`src/rtl/sel_scan_ctrl_if.sv`:
```
// Control/status bundle between a scan requester and sel_scan_ctrl.
// The master drives the scan request and configuration; the slave (the controller) returns select and pulses.
interface sel_scan_ctrl_if #(parameter int DWELL_W = 8);
  logic               start;
  logic               stop;
  logic               mode;
  logic [7:0]         en_mask;
  logic [DWELL_W-1:0] dwell;
  logic [2:0]         sel;
  logic               sel_valid;
  logic               active;
  logic               step;
  logic               wrap;
  logic               done;

  modport master (
    output start, stop, mode, en_mask, dwell,
    input  sel, sel_valid, active, step, wrap, done
  );

  modport slave (
    input  start, stop, mode, en_mask, dwell,
    output sel, sel_valid, active, step, wrap, done
  );
endinterface

```
`src/rtl/sel_scan_ctrl.sv`:
```
// Sequenced select generator for the 3-to-8 decoder: walks the enabled channels of a mask,
// holding each for a programmable dwell, in one-shot or continuous mode.
module sel_scan_ctrl #(
  parameter int DWELL_W = 8
) (
  input  logic          clk,
  input  logic          rst,
  sel_scan_ctrl_if.slave bus
);

  typedef enum logic [0:0] {
    IDLE = 1'b0,
    SCAN = 1'b1
  } state_t;

  state_t             state_r;
  logic [7:0]         mask_r;
  logic               mode_r;
  logic [DWELL_W-1:0] reload_r;
  logic [DWELL_W-1:0] cnt_r;
  logic [2:0]         sel_r;
  logic               sel_valid_r;
  logic               step_r;
  logic               wrap_r;
  logic               done_r;

  logic [DWELL_W-1:0] reload_in_s;
  logic [2:0]         first_in_s;
  logic [2:0]         first_lat_s;
  logic               next_found_s;
  logic [2:0]         next_idx_s;
  logic               start_ok_s;

  // Lowest set bit of the mask; 0 when the mask is empty.
  function automatic logic [2:0] lowest_chan(input logic [7:0] mask);
    logic [2:0] res;
    res = 3'd0;
    for (int i = 7; i >= 0; i--) begin
      res = mask[i] ? 3'(i) : res;
    end
    return res;
  endfunction

  // {found, index} of the nearest enabled channel strictly above cur, no wrap.
  function automatic logic [3:0] next_chan(input logic [7:0] mask, input logic [2:0] cur);
    logic [3:0] res;
    res = 4'd0;
    for (int i = 7; i >= 0; i--) begin
      res = (mask[i] && (3'(i) > cur)) ? {1'b1, 3'(i)} : res;
    end
    return res;
  endfunction

  // Channel search and start qualification, all single-cycle combinational.
  always_comb begin
    reload_in_s = {DWELL_W{1'b0}};
    if (bus.dwell != {DWELL_W{1'b0}}) begin
      reload_in_s = bus.dwell - DWELL_W'(1'b1);
    end else begin
      reload_in_s = {DWELL_W{1'b0}};
    end
    first_in_s                 = lowest_chan(bus.en_mask);
    first_lat_s                = lowest_chan(mask_r);
    {next_found_s, next_idx_s} = next_chan(mask_r, sel_r);
    start_ok_s = bus.start && !bus.stop && (bus.en_mask != 8'h00);
  end

  // Scan state machine; every output is a register updated here.
  always_ff @(posedge clk or posedge rst) begin
    if (rst) begin
      state_r     <= IDLE;
      mask_r      <= 8'h00;
      mode_r      <= 1'b0;
      reload_r    <= {DWELL_W{1'b0}};
      cnt_r       <= {DWELL_W{1'b0}};
      sel_r       <= 3'd0;
      sel_valid_r <= 1'b0;
      step_r      <= 1'b0;
      wrap_r      <= 1'b0;
      done_r      <= 1'b0;
    end else begin
      step_r <= 1'b0;
      wrap_r <= 1'b0;
      done_r <= 1'b0;
      case (state_r)
        IDLE: begin
          if (start_ok_s) begin
            mask_r      <= bus.en_mask;
            mode_r      <= bus.mode;
            reload_r    <= reload_in_s;
            cnt_r       <= reload_in_s;
            sel_r       <= first_in_s;
            sel_valid_r <= 1'b1;
            step_r      <= 1'b1;
            state_r     <= SCAN;
          end else begin
            state_r <= IDLE;
          end
        end
        SCAN: begin
          if (bus.stop) begin
            sel_r       <= 3'd0;
            sel_valid_r <= 1'b0;
            cnt_r       <= {DWELL_W{1'b0}};
            state_r     <= IDLE;
          end else if (cnt_r != {DWELL_W{1'b0}}) begin
            cnt_r <= cnt_r - DWELL_W'(1'b1);
          end else if (next_found_s) begin
            sel_r  <= next_idx_s;
            step_r <= 1'b1;
            cnt_r  <= reload_r;
          end else if (mode_r) begin
            // A single-channel mask lands back on the same channel, still flagged as a wrap.
            sel_r  <= first_lat_s;
            step_r <= 1'b1;
            wrap_r <= 1'b1;
            cnt_r  <= reload_r;
          end else begin
            sel_r       <= 3'd0;
            sel_valid_r <= 1'b0;
            done_r      <= 1'b1;
            state_r     <= IDLE;
          end
        end
        default: begin
          state_r     <= IDLE;
          sel_r       <= 3'd0;
          sel_valid_r <= 1'b0;
          cnt_r       <= {DWELL_W{1'b0}};
        end
      endcase
    end
  end

  assign bus.sel       = sel_r;
  assign bus.sel_valid = sel_valid_r;
  assign bus.active    = sel_valid_r;
  assign bus.step      = step_r;
  assign bus.wrap      = wrap_r;
  assign bus.done      = done_r;

endmodule

```
`src/flat_wrapper.sv`:
```
// flat-port wrapper written by rule: the top's interface ports become plain ports
module sel_scan_ctrl_flat 
#(
  parameter int DWELL_W = 8
)
  (clk, rst, bus_start, bus_stop, bus_mode, bus_en_mask, bus_dwell, bus_sel, bus_sel_valid, bus_active, bus_step, bus_wrap, bus_done);
  sel_scan_ctrl_if #(.DWELL_W(DWELL_W)) bus_i ();
  input  logic clk;
  input  logic rst;
  input wire logic [$bits(bus_i.start)-1:0] bus_start;
  input wire logic [$bits(bus_i.stop)-1:0] bus_stop;
  input wire logic [$bits(bus_i.mode)-1:0] bus_mode;
  input wire logic [$bits(bus_i.en_mask)-1:0] bus_en_mask;
  input wire logic [$bits(bus_i.dwell)-1:0] bus_dwell;
  output wire logic [$bits(bus_i.sel)-1:0] bus_sel;
  output wire logic [$bits(bus_i.sel_valid)-1:0] bus_sel_valid;
  output wire logic [$bits(bus_i.active)-1:0] bus_active;
  output wire logic [$bits(bus_i.step)-1:0] bus_step;
  output wire logic [$bits(bus_i.wrap)-1:0] bus_wrap;
  output wire logic [$bits(bus_i.done)-1:0] bus_done;
  assign bus_i.start = bus_start;
  assign bus_i.stop = bus_stop;
  assign bus_i.mode = bus_mode;
  assign bus_i.en_mask = bus_en_mask;
  assign bus_i.dwell = bus_dwell;
  assign bus_sel = bus_i.sel;
  assign bus_sel_valid = bus_i.sel_valid;
  assign bus_active = bus_i.active;
  assign bus_step = bus_i.step;
  assign bus_wrap = bus_i.wrap;
  assign bus_done = bus_i.done;
  sel_scan_ctrl #(.DWELL_W(DWELL_W)) u_core (.clk(clk), .rst(rst), .bus(bus_i));
endmodule
```
`config.mk`:
```
export PLATFORM = sky130hd
export DESIGN_NAME = sel_scan_ctrl_flat
export DESIGN_NICKNAME = d
export VERILOG_FILES = /design/src/rtl/sel_scan_ctrl_if.sv /design/src/rtl/sel_scan_ctrl.sv /design/src/flat_wrapper.sv
export SDC_FILE = /design/constraint.sdc
export NUM_CORES = 1
export LEC_CHECK = 0
export BUFFER_PORTS_ARGS = -buffer_cell sky130_fd_sc_hd__buf_2
export CAP_MARGIN = 20
export CORE_UTILIZATION = 55
export DETAILED_ROUTE_END_ITERATION = 8
export PLACE_DENSITY = 0.77
export SLEW_MARGIN = 20
export SYNTH_ARGS = -nofsm -noshare
export SYNTH_HDL_FRONTEND = slang
export SYNTH_SLANG_ARGS = --single-unit
```
`constraint.sdc`:
```
create_clock -name clk -period 3.6 [get_ports clk]
set_clock_uncertainty 0.05 [all_clocks]
set_input_delay 0.18 -clock clk [delete_from_list [all_inputs] [get_ports clk]]
set_output_delay 0.18 -clock clk [all_outputs]
set_load 0.01 [all_outputs]
```
**Word level (Yosys, flattened, before mapping)**

Index checks and enable logic that the tools add are counted.

- Add/subtract/negate cells: 2
- Multipliers: 0
- Div/mod/pow operators: 0
- $lt $le $gt $ge: 8
- Equal/unequal tests: 5
- Shifts and indexed selects: 0
- Muxes and demuxes: 61
- Bitwise gates (word level): 1
- Reductions and logical operators: 18

Operator list:

| cell | count |
|---|---|
| $mux W3 | 21 |
| $mux W8 | 6 |
| $mux W4 | 8 |
| $reduce_bool A8 Y1 | 3 |
| $mux W1 | 21 |
| $pmux W8 S2 | 1 |
| $sub A8 B1 Y8 const B | 2 |
| $gt A3 B3 Y1 const A | 4 |
| $logic_and A1 B1 Y1 | 10 |
| $ne A3 B3 Y1 const B | 3 |
| $gt A1 B3 Y1 const A | 2 |
| $gt A2 B3 Y1 const A | 2 |
| $pmux W1 S2 | 3 |
| $pmux W3 S2 | 1 |
| $reduce_and A2 Y1 | 3 |
| $ne A5 B5 Y1 const B | 1 |
| $reduce_and A4 Y1 | 1 |
| $ne A2 B1 Y1 const B | 1 |
| $logic_not A1 Y1 | 1 |
| $not A1 Y1 | 1 |

- Register bits: 33
- Latch bits: 0
- Memory bits (writable): 0
- ROM bits: 0
- Bits of input ports: 21
- Output and inout bits: 8
- Logic and storage cells: 105
- Memories: 0

**Logic depth before layout (Yosys ltp)**

Gate-level depths: netlist of run 1.

- Word-level depth: 14
- Gate-level depth with buffers: 8
- Depth with buffers taken out: 8

**Worst setup path after synthesis of run 1**

Ideal clock, no wire load.

- Kind: reg-to-reg
- Start point: register u_core.cnt_r[0]
- End point: register u_core.cnt_r[2]
- Setup time: 0.125 ns
- Arrival time: 2.135 ns
- Data required time: 3.425 ns
- Setup slack: 1.290 ns
- Cell stages (with the launch flop): 9
- Buffers on the path: 0
- Period minus slack after synthesis: 2.310 ns
- Cells stage by stage: dfrtp_1 -> inv_1 -> ha_1 -> nor3b_1 -> nand2_4 -> or4_1 -> o21ai_2 -> nand2_4 -> mux2_4

- Word-level cells in the longest chain between the ends: 4
- Elaborated cells between the ends (all ways): 7
- Classes of those cells: add/sub (1); eq/ne (1); mux (3); reduce/logical (2)

RTL lines:

| item | RTL line | source |
|---|---|---|
| start: declaration | sel_scan_ctrl.sv:20 | `logic [DWELL_W-1:0] cnt_r;` |
| start signal: assignment | sel_scan_ctrl.sv:75 | `cnt_r <= {DWELL_W{1'b0}};` |
| start signal: assignment | sel_scan_ctrl.sv:91 | `cnt_r <= reload_in_s;` |
| start signal: assignment | sel_scan_ctrl.sv:104 | `cnt_r <= {DWELL_W{1'b0}};` |
| $sub A8 B1 Y8 or $reduce_bool A8 Y1 (tied branches) | sel_scan_ctrl.sv:107, sel_scan_ctrl.sv:106 |  |
| $mux W8 | sel_scan_ctrl.sv:106 | `end else if (cnt_r != {DWELL_W{1'b0}}) begin` |
| $mux W8 | sel_scan_ctrl.sv:101 | `if (bus.stop) begin` |
| $pmux W8 S2 | sel_scan_ctrl.sv:85 | `case (state_r)` |

Several ways; a longest one is shown, not always the timed one.
A chain may end at the register's enable or synchronous reset.

**Worst setup path after layout of run 1**

- Start point: register u_core.cnt_r[0]
- End point: register u_core.cnt_r[5]

Same word-level chain as after synthesis.

==> flow_summary.ini, run 1 <==
[status]
status = finished clean

[cts]
root_buffer = clkbuf_8
clock_latency_ns = 0.29
clockBufferDepth = 2
post_cts_buffers = 0
cts_tree = yes
cts_buffers = 5
clk_pin_slew_worst_paths_ns = 0.07
clock_sinks = 33
cts.htree.levels = 2

[synth]
yosysWarnings = 0
synth_top_family_by_area = simple AND/OR/NAND/NOR gates
synth-async-reset-ratio_pct = 100
ys_top_cells_by_area = dfrtp_1 39%, mux2_4 5.0%, nand2_1 4.3%
muxShareOfSynthArea_pct = 10.2
synth_cells = 229
synthesis.nets = 253
syn-cell-area_um2 = 2100
synth-simple-area-share_pct = 22.6
yosysTopAreaCellShare_pct = 39.4
syn_avg_cell_area_um2 = 9.15
ys_seq_area_share_pct = 39.4
synth_edf_count = 0
synth_fa_ha_area_share_pct = 1.79
yosysTopAreaCell = dfrtp_1
synth_xor_area_share_pct = 3.34
ys_types = 53
synth_ff_type = dfrtp_1
synth-compound-area-share_pct = 19.0
ys_ff_latch = 33

[global_route]
grt_pass1_vias = 1682
gr-usage-met2_pct = 37.9
grt_max_degree = 34
grt-busiest-layer = met2
grt_pass1_wl_um = 7850
grtUsageMet3_pct = 5.54
grt_antenna_before_repair = 0
grt_overflow = 0
track_usage_pct = 25.2
grt_use_met1_pct = 36.0

[worst_hold_path]
whs_path_depth = 2
hp-start = bus_mode
hold_end = u_core.mode_r
hold_class = input pin to register

[power]
p_comb_share_pct = 33.3
vdd_drop_max_mv = 0.310
p_per_area_nw_per_um2 = 599
p_seq_share_pct = 41.1
leakage_uw = 0.00108
p_sw_share_pct = 35.7
switching_power_uw = 512
power.internal_uw = 922
clkPwrFrac_pct = 25.6

[routing]
wl_per_cell_um = 14.7
post_drt_via_cell_ratio = 5.93
drt-total-wl_um = 4510
first_pass_iters = 4
ant_nets = 0
drc = 0
dr.first_iter.drc_count = 93
num_vias = 1815

[worst_setup_path]
cp_common_cell = nand2_4
slowest_delay_ns = 0.44
worstSetupEndpointType = register
crit_family = simple AND/OR/NAND/NOR gates
worstPathRequired_ns = 3.73
path_buf_inv = 1
worst_r2r_endpoint = u_core.cnt_r[5]
worstRegToRegCells = 8
crit_type = register to register
cp.arrival_ns = 2.69
slowest_stage = or4_1
r2r-start = u_core.cnt_r[0]
cp_cell_sequence = inv_1, ha_1, nor3b_1, nand2_4, or4_1, o21ai_2, nand2_4, mux2_4
path_max_fanout = 10
regToRegSetupSlack_ns = 1.04
worstSetupStartpointType = register

[timing]
setup_viol_count_final = 0
rsz0062_at_grt = false
hold_viol = 0
period_minus_slack_ns = 2.56
worst_slew_pin_slew_ns = 0.667
max_slew_margin_pct = 55.5
fin_crit_sh_pct = 71.2
fmax_mhz = 390
slew_violations = 0
fin_setup_tns_ns = 0

[floorplanning]
ios = 29
design.core.area_um2 = 3660
die-width_um = 63.7
rows = 22
dieHeight_um = 63.7
fp.dieArea_um2 = 4060
initial_core_util_pct = 57.2

[final_layout]
design_area_um2 = 2390
fin_util_pct = 65.4
final_nets = 281
area_growth_pct = 14.3
fillers = 327
drive_above_1_share_pct = 22.5
diodes = 0

[placement]
dp_hpwl_um = 3360
portBuffers = 28
placed_cell_area_um2 = 2260
place_congestion = 0.875

[run]
cap_violations = 0
cell usage in the layout (no fill, tap or decap), types with 7 or more instances in the layout:
| cell | count |
|---|---|
| mux2_4 | 7 |
| o31ai_1 | 8 |
| a21oi_1 | 10 |
| nand2_1 | 24 |
| dfrtp_1 | 33 |
| buf_2 | 28 |
| inv_1 | 10 |
| mux2_2 | 7 |
| nor2_1 | 21 |
| o21ai_0 | 12 |
cell families (layout without fill, tap and decap cells):
group | count (synthesis) | after routing
xor+xnor | 8 | 8
fa+ha+maj | 3 | 3
buf+inv | 19 | 48
mux | 17 | 17
simple gates | 88 | 88
flops | 33 | 33
compound gates | 61 | 61
cells in the mapped netlist (5+ instances only):
| master | number |
|---|---|
| dfrtp_1 | 33 |
| nand2_1 | 24 |
| nor2_1 | 21 |
| o21ai_0 | 12 |
| a21oi_1 | 10 |
| inv_1 | 10 |
| o31ai_1 | 8 |
| mux2_2 | 7 |
| mux2_4 | 7 |
| nand2b_1 | 6 |
| nor3_1 | 6 |
| xnor2_1 | 6 |
| buf_1 | 5 |
| nor4_1 | 5 |
| o22ai_1 | 5 |
area by class of cell:
class	count	area, um2	share of cell area (%)
flip-flops and latches	33	826	34.5
inverters	10	37.5	1.57
clock inverters	2	37.5	1.57
well taps	48	60.1	2.51
clock buffers	6	82.6	3.45
repair buffers	30	158	6.58
multi-input cells	177	1190	49.8
sequential cells by signal, indices dropped and copies added (netlist names), 3 cells and up:
signal / flops
u_core.bus.sel: 3
u_core.cnt_r: 8
u_core.mask_r: 8
u_core.reload_r: 8
power by group through the flow:
stage | registers, uW | logic, uW | clock network, uW
after floorplan | 552 | 391 | 0
after global placement | 588 | 465 | 0
after detailed placement | 592 | 474 | 0
after CTS | 586 | 479 | 372
after global routing | 608 | 541 | 388
final | 589 | 478 | 366
worst register-to-register path, stage by stage (launching register included):
cell     delay (ns)
dfrtp_1        0.43
inv_1          0.11
ha_1           0.18
nor3b_1        0.40
nand2_4        0.16
or4_1          0.44
o21ai_2        0.19
nand2_4        0.14
mux2_4         0.36
stage by stage:
step	instances	power, uW	setup WS, ns	hold WS (ns)
2_1_floorplan	229	943	1.29	0.231
3_3_place_gp	297	1050	1.16	0.240
3_5_place_dp	297	1070	1.07	0.248
4_1_cts	306	1440	1.03	0.0786
5_1_grt	306	1540	0.852	0.0891
6_report	306	1430	1.04	0.0794
repair_timing:
item                       in CTS  in global routing
setup endpoints to repair       0                  0
hold buffers                    1                  0
hold endpoints to repair       33                  0
resized for setup               0                  0
worst max-delay path by stage:
| stage | start | endpoint | slack [ns] | cells after the start |
|---|---|---|---|---|
| global route | u_core.cnt_r[0] | u_core.cnt_r[1] | 0.85 | 8 |
| finish | u_core.cnt_r[0] | u_core.cnt_r[5] | 1.04 | 8 |
| global placement | u_core.cnt_r[0] | u_core.cnt_r[7] | 1.16 | 8 |
| detailed placement | u_core.cnt_r[0] | u_core.cnt_r[6] | 1.07 | 8 |
| floorplan | u_core.cnt_r[0] | u_core.cnt_r[2] | 1.29 | 8 |
| CTS | u_core.cnt_r[0] | u_core.cnt_r[5] | 1.03 | 8 |
per-layer routing:
| metal | part of all wire (%) | vias up |
|---|---|---|
| li1 | - | 887 |
| met3 | 5.6 | 8 |
| met2 | 45 | 53 |
| met4 | 1.2 | 0 |
| met5 | 0 | - |
| met1 | 48 | 867 |
No activity file was read; power rests on OpenSTA's default activity.
==> inputs of run 2 (changes only) <==
--- a/config.mk
+++ b/config.mk
@@ -5,11 +5,12 @@
 export SDC_FILE = /design/constraint.sdc
 export NUM_CORES = 1
 export LEC_CHECK = 0
+export ABC_AREA = 1
 export BUFFER_PORTS_ARGS = -buffer_cell sky130_fd_sc_hd__buf_2
 export CAP_MARGIN = 20
-export CORE_UTILIZATION = 55
+export CORE_UTILIZATION = 52
 export DETAILED_ROUTE_END_ITERATION = 8
-export PLACE_DENSITY = 0.77
+export PLACE_DENSITY = 0.76
 export SLEW_MARGIN = 20
 export SYNTH_ARGS = -nofsm -noshare
 export SYNTH_HDL_FRONTEND = slang
==> constraint.sdc (replaced) <==
create_clock -name clk -period 2.3 [get_ports clk]
set_clock_uncertainty 0.05 [all_clocks]
set_input_delay 0.115 -clock clk [delete_from_list [all_inputs] [get_ports clk]]
set_output_delay 0.115 -clock clk [all_outputs]
set_load 0.01 [all_outputs]
==> run 2 against run 1 <==
Against the previous run: the run now ends with design-rule violations left; sequential share of layout area fell by 0.86 points; total power rose by 46%; clock power rose by 15%; core utilization fell by 4.0 points; combinational power rose by 74%; final cell count rose by 28%; register-to-register slack got worse by 0.49 ns; non-clock buffer count rose by 4; via count rose by 15%; sequential power rose by 42%; critical path type unchanged; largest cell class unchanged.
==> flow_summary.ini, run 2 <==
[cts]
cts.htree.levels = 2
clk_pin_slew_worst_paths_ns = 0.07
clock_sinks = 33
root_buffer = clkbuf_8
cts_resized = 0
cts_tree = yes
cts_buffers = 5
clock_latency_ns = 0.28
clockBufferDepth = 2

[synth]
synth_edf_count = 0
ys_top_cells_by_area = dfrtp_1 38%, nand2_1 13%, o21ai_0 9.7%
syn-cell-area_um2 = 2160
synth-async-reset-ratio_pct = 100
yosysTopAreaCell = dfrtp_1
ys_seq_area_share_pct = 38.2
synthTopCellsByCount = 72 x nand2_1, 42 x o21ai_0, 41 x inv_1, 33 x dfrtp_1, 27 x nand3_1
synthesis.nets = 332
syn_avg_cell_area_um2 = 7.01
synth_cells = 308
ys_ff_latch = 33
yosysTopAreaCellShare_pct = 38.2
yosysMostFrequentCell = nand2_1
ys_types = 29
synth_ff_type = dfrtp_1
yosysWarnings = 0

[final_layout]
area_growth_pct = 13.7
fin_cells = 393
layout_common_cells = 72 x nand2_1, 42 x o21ai_0, 41 x inv_1
diodes = 0
fin_util_pct = 61.4
drive_above_1_share_pct = 19.5
final_nets = 366
layout_commonest_cell = nand2_1
largestRegisters = u_core.cnt_r x8, u_core.mask_r x8, u_core.reload_r x8

[timing]
fin_crit_sh_pct = 76.2
setup_viol_count_final = 0
period_minus_slack_ns = 1.75
slew_violations = 0
fin_setup_tns_ns = 0
rsz0062_at_grt = false
worst_slew_pin_slew_ns = 0.485
setup_slack_ns = 0.546
max_slew_margin_pct = 67.4
hold_viol = 0
fmax_mhz = 570

[power]
leakage_uw = 0.00129
vdd_drop_max_mv = 0.324
p_per_area_nw_per_um2 = 851
power.total_uw = 2090

[routing]
ant_nets = 0
wl_per_cell_um = 12.8
drc = 2
dr.first_iter.drc_count = 151
num_vias = 2093
post_drt_via_cell_ratio = 5.33
first_pass_iters = 7
drt-total-wl_um = 5030

[status]
status = finished, violations left
violations = design-rule violations

[floorplanning]
dieHeight_um = 66.4
die-width_um = 66.4
initial_core_util_pct = 54.0
design.core.area_um2 = 4000
rows = 23
fp.dieArea_um2 = 4410
ios = 29

[placement]
place_congestion = 0.857
portBuffers = 28
place_inst = 383
place_ws_ns = 0.591
dp_hpwl_um = 3780

[worst_setup_path]
worstSetupEndpointType = register
cp_cell_sequence = buf_4, inv_1, nor2_2, inv_1, a21oi_1, o21ai_0, o21ai_0, nand2_2, o21ai_2
slowest_stage = dfrtp_1
path_max_fanout = 13
crit_type = register to register
cp.arrival_ns = 1.92
worstSetupStartpointType = register
slowest_delay_ns = 0.35
worstPathRequired_ns = 2.46
worstRegToRegCells = 9

[global_route]
grt_overflow = 0
grt_antenna_before_repair = 0
grt_max_degree = 34
grt_pass1_vias = 1867
grt_pass1_wl_um = 8480
track_usage_pct = 26.1

[worst_hold_path]
whs_path_depth = 3
hold_class = input pin to register

[run]
cap_violations = 0
==> run 2: worst max-delay path: cells and delay by family (launching register included) <==
family,cells,cell delay (ns)
buffers and inverters,3,0.50
flip-flops,1,0.35
AO/OA/AOI/OAI,4,0.40
AND/OR/NAND/NOR,2,0.38
==> run 2: cell families after synthesis <==
kind of cell	count (synthesis)	share of synthesized area (%)
compound gates	65	17.0
xor+xnor	1	0.406
fa+ha+maj	3	1.74
buf+inv	50	9.27
flops	33	38.2
simple gates	156	33.3
==> run 2: timing repair <==
item                                   in CTS  in global routing
hold buffers                                2                  0
endpoints found under the hold margin      34                  0
buffers inserted                            0                  0
setup endpoints to repair                   0                  0
==> run 2: final timing paths <==
kind | start | end | slack (ns)
max | u_core.state_r | u_core.cnt_r[1] | 0.55
min in group asynchronous | rst | u_core.cnt_r[5] | 0.40
min reg2reg | u_core.reload_r[0] | u_core.reload_r[0] | 0.43
max in group asynchronous | rst | u_core.mask_r[6] | 1.49
min | bus_en_mask[2] | u_core.mask_r[2] | 0.03
max reg2reg | u_core.state_r | u_core.cnt_r[1] | 0.55
==> run 2: area by class of cell <==
type                            count  area [um2]
Sequential cell                    33         826
Clock buffer                        6        72.6
Fill cell                         377        1540
Tap cell                           50        62.6
Multi-Input combinational cell    225        1130
Inverter                           43         161
Clock inverter                      2        10.0
Timing Repair Buffer               34         190
==> run 2: power by group <==
part,internal (uW),switching (uW)
clock,210,212
sequential,708,131
combinational,301,530
==> run 2: metrics by stage <==
| step | hold WS (ns) | area (um2) |
|---|---|---|
| global route | 0.0537 | 2460 |
| finish | 0.0295 | 2460 |
| CTS | 0.0165 | 2460 |
| detailed placement | 0.173 | 2350 |
| floorplan | 0.186 | 2160 |
| global placement | 0.169 | 2350 |
==> run 2: layer usage <==
| metal | part of all wire [%] | wire length, um | track usage [%] |
|---|---|---|---|
| met4 | 2.3 | 118 | 9.84 |
| met5 | 0 | 0 | 0 |
| met3 | 6.0 | 302 | 6.38 |
| met1 | 47 | 2360 | 36.7 |
| met2 | 45 | 2240 | 38.5 |
